<file path="src/rtl/alu_exec_unit.sv">
// Handshaked execute-stage ALU: registered result/flags with back-pressure, saturating ADD/SUB,
// XOR, per-lane saturating PADDSB and a two-cycle pipelined byte-lane reduction (RED).
module alu_exec_unit #(
   parameter int unsigned WIDTH = 16,
   parameter int unsigned NIB   = 4
) (
   input  logic             clk,
   input  logic             rst,
   input  logic             in_valid,
   output logic             in_ready,
   input  logic [2:0]       op,
   input  logic [WIDTH-1:0] a,
   input  logic [WIDTH-1:0] b,
   output logic             out_valid,
   input  logic             out_ready,
   output logic [WIDTH-1:0] result,
   output logic             out_err,
   output logic             flag_z,
   output logic             flag_v,
   output logic             flag_n
);

   localparam int unsigned NLANE = WIDTH / 8;
   localparam int unsigned NPLANE = WIDTH / NIB;

   localparam logic [2:0] OpAdd    = 3'b000;
   localparam logic [2:0] OpSub    = 3'b001;
   localparam logic [2:0] OpXor    = 3'b010;
   localparam logic [2:0] OpRed    = 3'b011;
   localparam logic [2:0] OpPaddsb = 3'b100;

   localparam logic [WIDTH-1:0] SatMax = {1'b0, {(WIDTH - 1){1'b1}}};
   localparam logic [WIDTH-1:0] SatMin = {1'b1, {(WIDTH - 1){1'b0}}};
   localparam logic [NIB-1:0]   LaneMax = {1'b0, {(NIB - 1){1'b1}}};
   localparam logic [NIB-1:0]   LaneMin = {1'b1, {(NIB - 1){1'b0}}};

   typedef enum logic [0:0] {StIdle, StRed2} state_e;

   state_e                 state_q, state_d;
   logic                   out_valid_q, out_valid_d;
   logic [WIDTH-1:0]       result_q, result_d;
   logic                   err_q, err_d;
   logic                   z_q, z_d;
   logic                   v_q, v_d;
   logic                   n_q, n_d;
   logic [9*NLANE-1:0]     lane_q, lane_d;

   logic                   accept;
   logic [WIDTH:0]         a_x, b_x, addsub_x;
   logic                   addsub_ovf;
   logic [WIDTH-1:0]       addsub_sat;
   logic [WIDTH-1:0]       xor_res;
   logic [WIDTH-1:0]       paddsb_res;
   logic [9*NLANE-1:0]     lane_s1;
   logic [WIDTH-1:0]       red_sum;

   assign in_ready = (state_q == StIdle) && (!out_valid_q || out_ready);
   assign accept   = in_valid && in_ready;

   // One guard bit above the sign catches signed overflow for both ADD and SUB.
   assign a_x        = {a[WIDTH-1], a};
   assign b_x        = {b[WIDTH-1], b};
   assign addsub_x   = (op == OpSub) ? (a_x + (~b_x + 1'b1)) : (a_x + b_x);
   assign addsub_ovf = addsub_x[WIDTH] ^ addsub_x[WIDTH-1];
   assign addsub_sat = !addsub_ovf      ? addsub_x[WIDTH-1:0] :
                       addsub_x[WIDTH]  ? SatMin : SatMax;

   assign xor_res = a ^ b;

   always_comb begin
      paddsb_res = '0;
      for (int unsigned i = 0; i < NPLANE; i++) begin
         logic [NIB:0] lsum;
         lsum = {a[i*NIB+NIB-1], a[i*NIB +: NIB]} + {b[i*NIB+NIB-1], b[i*NIB +: NIB]};
         if (lsum[NIB] ^ lsum[NIB-1]) begin
            paddsb_res[i*NIB +: NIB] = lsum[NIB] ? LaneMin : LaneMax;
         end else begin
            paddsb_res[i*NIB +: NIB] = lsum[NIB-1:0];
         end
      end
   end

   // Stage 1: 9-bit signed sum per byte lane, registered into lane_q.
   always_comb begin
      lane_s1 = '0;
      for (int unsigned i = 0; i < NLANE; i++) begin
         lane_s1[9*i +: 9] = {a[8*i+7], a[8*i +: 8]} + {b[8*i+7], b[8*i +: 8]};
      end
   end

   // Stage 2: WIDTH >= 16 always holds the full-precision lane total.
   always_comb begin
      red_sum = '0;
      for (int unsigned i = 0; i < NLANE; i++) begin
         red_sum = red_sum + {{(WIDTH - 9){lane_q[9*i+8]}}, lane_q[9*i +: 9]};
      end
   end

   always_comb begin
      state_d     = state_q;
      out_valid_d = out_valid_q & ~out_ready;
      result_d    = result_q;
      err_d       = err_q;
      z_d         = z_q;
      v_d         = v_q;
      n_d         = n_q;
      lane_d      = lane_q;
      unique case (state_q)
         StIdle: begin
            if (accept) begin
               out_valid_d = 1'b1;
               case (op)
                  OpAdd, OpSub: begin
                     result_d = addsub_sat;
                     err_d    = 1'b0;
                     z_d      = (addsub_sat == '0);
                     v_d      = addsub_ovf;
                     n_d      = addsub_sat[WIDTH-1];
                  end
                  OpXor: begin
                     result_d = xor_res;
                     err_d    = 1'b0;
                     z_d      = (xor_res == '0);
                  end
                  OpRed: begin
                     // Output register is free here: acceptance implied it was empty or draining.
                     out_valid_d = 1'b0;
                     lane_d      = lane_s1;
                     state_d     = StRed2;
                  end
                  OpPaddsb: begin
                     result_d = paddsb_res;
                     err_d    = 1'b0;
                  end
                  default: begin
                     result_d = '0;
                     err_d    = 1'b1;
                  end
               endcase
            end
         end
         StRed2: begin
            result_d    = red_sum;
            err_d       = 1'b0;
            out_valid_d = 1'b1;
            state_d     = StIdle;
         end
      endcase
   end

   always_ff @(posedge clk) begin
      if (rst) begin
         state_q     <= StIdle;
         out_valid_q <= 1'b0;
         result_q    <= '0;
         err_q       <= 1'b0;
         z_q         <= 1'b0;
         v_q         <= 1'b0;
         n_q         <= 1'b0;
         lane_q      <= '0;
      end else begin
         state_q     <= state_d;
         out_valid_q <= out_valid_d;
         result_q    <= result_d;
         err_q       <= err_d;
         z_q         <= z_d;
         v_q         <= v_d;
         n_q         <= n_d;
         lane_q      <= lane_d;
      end
   end

   assign out_valid = out_valid_q;
   assign result    = result_q;
   assign out_err   = err_q;
   assign flag_z    = z_q;
   assign flag_v    = v_q;
   assign flag_n    = n_q;

endmodule

</file>
<file path="config.mk">
export PLATFORM = sky130hd
export DESIGN_NAME = alu_exec_unit
export DESIGN_NICKNAME = d
export VERILOG_FILES = /design/src/rtl/alu_exec_unit.sv
export SDC_FILE = /design/constraint.sdc
export NUM_CORES = 1
export LEC_CHECK = 0
export BUFFER_PORTS_ARGS = -buffer_cell sky130_fd_sc_hd__buf_2
export CAP_MARGIN = 10
export CORE_MARGIN = 5
export CORE_UTILIZATION = 50
export CTS_CLUSTER_DIAMETER = 150
export CTS_CLUSTER_SIZE = 10
export DETAILED_ROUTE_END_ITERATION = 16
export PLACE_DENSITY = 0.73
export SLEW_MARGIN = 20
export SYNTH_ARGS = -nofsm -noshare
export SYNTH_HDL_FRONTEND = slang
export SYNTH_SLANG_ARGS = --single-unit
export TNS_END_PERCENT = 30
</file>
<file path="constraint.sdc">
create_clock -name clk -period 3.8 [get_ports clk]
set_input_delay 0.19 -clock clk [delete_from_list [all_inputs] [get_ports clk]]
set_output_delay 0.19 -clock clk [all_outputs]
set_load 0.01 [all_outputs]
</file>
# Word-level counts from Yosys, hierarchy flattened
# Index checks and enable logic that the tools add are counted.
op_classes:
  addsub: 10
  n_eq_ne: 6
  mux: 24
  bitwise_logic: 10
  n_reduce_logical: 14
op_table:
  columns: ["operator", "count"]
  rows:
  - ["16-bit one-hot mux with 4 select lines", 1]
  - ["16-bit two-way mux", 3]
  - ["16-bit logical NOT", 2]
  - ["4-bit two-way mux", 8]
  - ["16-bit one-hot mux with 2 select lines", 1]
  - ["4-bit by 4-bit adder with 5-bit output", 4]
  - ["8-bit by 8-bit adder with 9-bit output", 2]
  - ["16-bit by 16-bit adder with 17-bit output", 1]
  - ["17-bit by 1-bit adder with 17-bit output (second input constant)", 1]
  - ["17-bit adder", 1]
  - ["17-bit two-way mux", 1]
  - ["17-bit inverter", 1]
  - ["16-bit XOR", 1]
  - ["9-bit by 9-bit adder with 10-bit output", 1]
  - ["1-bit one-hot mux with 2 select lines", 5]
  - ["3-bit AND reduction", 3]
  - ["3-bit by 2-bit == test with 1-bit output (second input constant)", 2]
  - ["1-bit two-way mux", 5]
  - ["1-bit XOR", 5]
  - ["2-bit != test (second input constant)", 2]
  - ["4-bit OR reduction", 1]
  - ["3-bit by 1-bit == test with 1-bit output (second input constant)", 1]
  - ["3-bit == test (second input constant)", 1]
  - ["3-bit logical NOT", 1]
  - ["8 further kinds", 10]
word_totals:
  reg_bits: 40
  input_bits: 39
  out_inout_bits: 22
  elab_cells: 72

# Longest topological paths before layout
logic_depth:
  word_depth: 9
  mapped_depth: 21
  depth_no_buf: 19

# Least setup slack after synthesis
# No wires, ideal clock.
synth_timing:
  path_kind: "input to register"
  start: "input a[4]"
  end: "register z_q (netlist: flag_z)"
  setup_time_ns: 0.092
  arrival_ns: 3.519
  required_ns: 3.708
  slack_ns: 0.189
  path_stages: 17
  n_path_buf: 1
  cell_sequence: "ha_1 > fa_1 > nor3b_1 > a211oi_2 > o31ai_2 > a311oi_2 > o31a_1 > nor2_1 > ha_1 > buf_2 > clkinv_1 > nand3_1 > o2111ai_1 > nor3_1 > and4_1 > nand4_1 > o32ai_1"
synth_between:
  elab_chain_len: 6
  elab_cells_between_ends: 10
  cone_classes: "add/sub (2); mux (4); bitwise (2); reduce/logical (2)"
synth_lines:
  columns: ["item", "line", "text"]
  rows:
  - ["start: declaration", "12", "input logic [WIDTH-1:0] a,"]
  - ["17-bit adder or 16-bit by 16-bit adder with 17-bit output (tied branches)", "63", "assign addsub_x = (op == OpSub) ? (a_x + (~b_x + 1'b1)) : (a_x + b_x);"]
  - ["17-bit two-way mux *", "63", null]
  - ["1-bit XOR *", "64", "assign addsub_ovf = addsub_x[WIDTH] ^ addsub_x[WIDTH-1];"]
  - ["via addsub_ovf", "50", "logic addsub_ovf;"]
  - ["16-bit two-way mux *", "65", "assign addsub_sat = !addsub_ovf ? addsub_x[WIDTH-1:0] :"]
  - ["16-bit logical NOT *", "116", "z_d = (addsub_sat == '0);"]
  - ["1-bit one-hot mux with 2 select lines *", "112", "case (op)"]
  - ["end signal: assignment", "166", "z_q <= z_d;"]
  - ["end: declaration", "43", "logic z_q, z_d;"]
# Mark *: on every way through the listed nets, which the timed path passes. The rest lies on a longest branch.
# A chain may end at the register's enable or synchronous reset.

# Worst setup path after layout
layout_timing:
  start: "input a[4]"
  end: "register result_q[4] (netlist: result[4])"
layout_between:
  elab_chain_len: 7
  elab_cells_between_ends: 14
  cone_classes: "add/sub (3); mux (8); bitwise (3)"
layout_lines:
  columns: ["item", "line", "text"]
  rows:
  - ["17-bit adder or 16-bit by 16-bit adder with 17-bit output (tied branches)", "63", null]
  - ["17-bit two-way mux *", "63", null]
  - ["1-bit XOR *", "64", null]
  - ["via addsub_ovf", "50", null]
  - ["16-bit two-way mux *", "65", null]
  - ["16-bit one-hot mux with 4 select lines *", "112", null]
  - ["16-bit two-way mux *", "110", "if (accept) begin"]
  - ["16-bit one-hot mux with 2 select lines *", "108", "unique case (state_q)"]
  - ["end signal: assignment", "164", "result_q <= result_d;"]
  - ["end: declaration", "41", "logic [WIDTH-1:0] result_q, result_d;"]
# Mark *: on every way through the listed nets, which the timed path passes. The rest lies on a longest branch. The select of a mux whose other input is x is not followed.

==> impl_metrics.ini <==
[worst_setup_path]
cp-startpoint = a[4]
worstPathArrival_ns = 3.66
ff2ff_setup_slack_ns = 1.10
end_kind = flip-flop
critPathMaxFanout = 13
cp.required_ns = 3.99
crit_type = in2reg
startpoint_type = input pin
r2r_end = result[9]
ff2ff_path_depth = 10
r2r-start = lane_q[1]

[timing]
rsz0062_at_grt = no
holdWs_ns = 0.199
setup_tns_ns = 0
period_share = 0.913
clock.fmax_mhz = 288
relSlewSlack = 0.417
skew_ns = 0.00481
tightest_slew_ns = 0.865
hold_violations = 0
slew_viol_final = 0
finalSetupViolations = 0
min_period_ns = 3.47

[die]
std_cell_rows = 34
initial_core_util = 0.517
die_area_um2 = 11100
coreArea_um2 = 8810
die_h_um = 105
die_w_um = 105
ioPinCount = 61

[global_routing]
overflow = 0
antenna_found_initial = 0
grt_pass1_wl_um = 22200
grt_max_degree = 39
grt_pass1_vias = 4421
grt.total_usage = 0.242

[synthesis]
syn_area_per_cell_um2 = 7.52
synth_edf_count = 0
ys.flop_type = dfxtp_1
syn_nets = 693
synth_cell_type_count = 81
async_flop_share = 0
ys_seq_elements = 40
synth_top_family_by_area = compound AO/OA/AOI/OAI gates
synth_fa_ha_area_frac = 0.151
syn_inst = 605
ys_seq_area_frac = 0.176
synth.mux.area_fraction = 0.0198
synth-simple-area-share = 0.191
yosysWarnings = 0
synth_compound_area_frac = 0.325
syn_area_um2 = 4550
synthXorXnorAreaFrac = 0.0616

[route]
dr.pass1.iters = 6
drc = 0
antenna_left = 0
vias = 4627
routedWlPerCell_um = 17.8
drt_iter0_markers = 334
detail_route.wirelength_um = 13700
avgViaCountPerCell = 6.01

[power]
p_leak_nw = 2.20
clock_power_share = 0.218
finalPower_mw = 1.62
power_density_nw_per_um2 = 316
ir_worst_vdd_mv = 0.215
swShare = 0.412
intPower_uw = 950
combPwrFrac = 0.499
switchingPower_uw = 666
pwr-share-seq = 0.283

[cts]
clk_pin_slew_worst_paths_ns = 0.08
ctsResizeCount = 0
clk-insertion-delay-late_ns = 0.29
tritoncts = built
post-cts-setup-buffers = 0
cts_made_buffers = 5
clockBufferDepth = 2
postCtsHoldBufs = 0
clockRootBuffer = clkbuf_8
clock-sinks = 40
htree_levels = 2

[hold_path]
min_path_cells = 3
hp-start = out_ready
worstHoldEndpoint = out_valid
min_path_type = in2reg

[place]
hpwl_um = 11300
io_buffers = 60
routabilityCongestion = 0.991

[finish]
fill_cells = 848
final_common_cell = nor2_1
final_cell_mix = nor2_1, buf_2, a21oi_1
antenna_cells = 0
layout-drive-gt1-share = 0.184
area_growth_pct = 12.3
fin_nets = 749

[run_status]
status = completed

[flow_run]
max_cap_viol_count = 0
[power groups by stage]
stage	logic [mW]	clock network, mW	registers [mW]
2_1_floorplan	0.558	0	0.471
4_1_cts	0.796	0.355	0.457
3_5_place_dp	0.792	0	0.467
6_report	0.807	0.352	0.457
3_3_place_gp	0.786	0	0.465
5_1_grt	0.885	0.368	0.460
[registers in the layout (all words and copies together), names as in the netlist]
register   flops
lane_q        18
result        16
flag_n         1
flag_v         1
flag_z         1
out_err        1
out_valid      1
state_q        1
[stage by stage]
step | worst slack, ns | instance area (um2) | util | instances
finish | 0.330 | 5110 | 0.580 | 770
global route | 0.00251 | 5110 | 0.580 | 770
CTS | 0.330 | 5110 | 0.580 | 770
detailed placement | 0.0401 | 5000 | 0.568 | 762
global placement | 0.153 | 5000 | 0.568 | 762
floorplan | 0.189 | 4550 | - | 605
[critical path, cell delays in order]
cell and delay [ns]:
buf_2 0.11, ha_1 0.21, fa_1 0.41, nor3b_1 0.17, a211oi_2 0.31, o31ai_2 0.17
a311oi_2 0.35, o31a_1 0.21, nor2_1 0.09, ha_1 0.36, buf_4 0.21, o21ai_2 0.18
a21boi_4 0.20, o211a_1 0.22, a2111oi_2 0.26
[cells in the mapped netlist (all sizes together) (3+ instances only)]
cell	count	area, um2
a31oi	4	25.0
and2	3	18.8
a21oi	62	325
nor3b	3	33.8
nor2	76	288
xor2	7	61.3
nor4	8	71.3
a31o	3	26.3
clkbuf	19	71.3
o21ai	38	198
nand2	35	131
nor3	14	70.1
o2111ai	4	35.0
nor2b	9	56.3
maj3	3	30.0
o22ai	14	87.6
o31ai	6	50.1
a221oi	3	26.3
nand3b	3	22.5
o21bai	6	48.8
mux2i	9	90.1
a211oi	29	223
ha	43	538
a21o	10	75.1
dfxtp	40	801
nand2b	6	37.5
a311oi	3	32.5
nand3	4	20.0
buf	19	119
a22oi	4	30.0
a21boi	3	33.8
fa	6	120
xnor2	25	219
o211ai	5	42.5
o21a	4	30.0
inv	39	146
nand4	6	37.5
a2111oi	3	51.3
[per-layer routing]
layer	global-route usage	up-vias	wire, um
met5	0	-	0
met4	0.0684	0	256
met3	0.0318	22	710
met2	0.417	153	6660
met1	0.317	2149	6120
li1	-	2303	-
[worst max-delay path by stage]
stage / slack [ns] / depth (start not counted) / to
2_1_floorplan: 0.19 / 17 / flag_z
3_3_place_gp: 0.15 / 15 / result[4]
3_5_place_dp: 0.04 / 15 / result[4]
4_1_cts: 0.33 / 15 / result[4]
5_1_grt: 0.003 / 16 / result[4]
6_report: 0.33 / 15 / result[4]
[cell type report]
cell class                 count  area, um2  share of cell area
multi-input combinational    487       3410               0.667
inverter                      40        150              0.0294
sequential                    40        801               0.157
clock buffer                   5       68.8              0.0135
clock inverter                 3       42.5             0.00832
timing repair buffer          87        503              0.0984
tap                          108        135              0.0264
[cell families (layout without fill, tap and decap cells)]
group / after synthesis / in the layout
compound gates: 216 / 216
xor+xnor: 32 / 32
fa+ha+maj: 52 / 52
buf+inv: 78 / 135
flops: 40 / 40
mux: 9 / 9
simple gates: 178 / 178
Power figures use the tool's default switching activity.
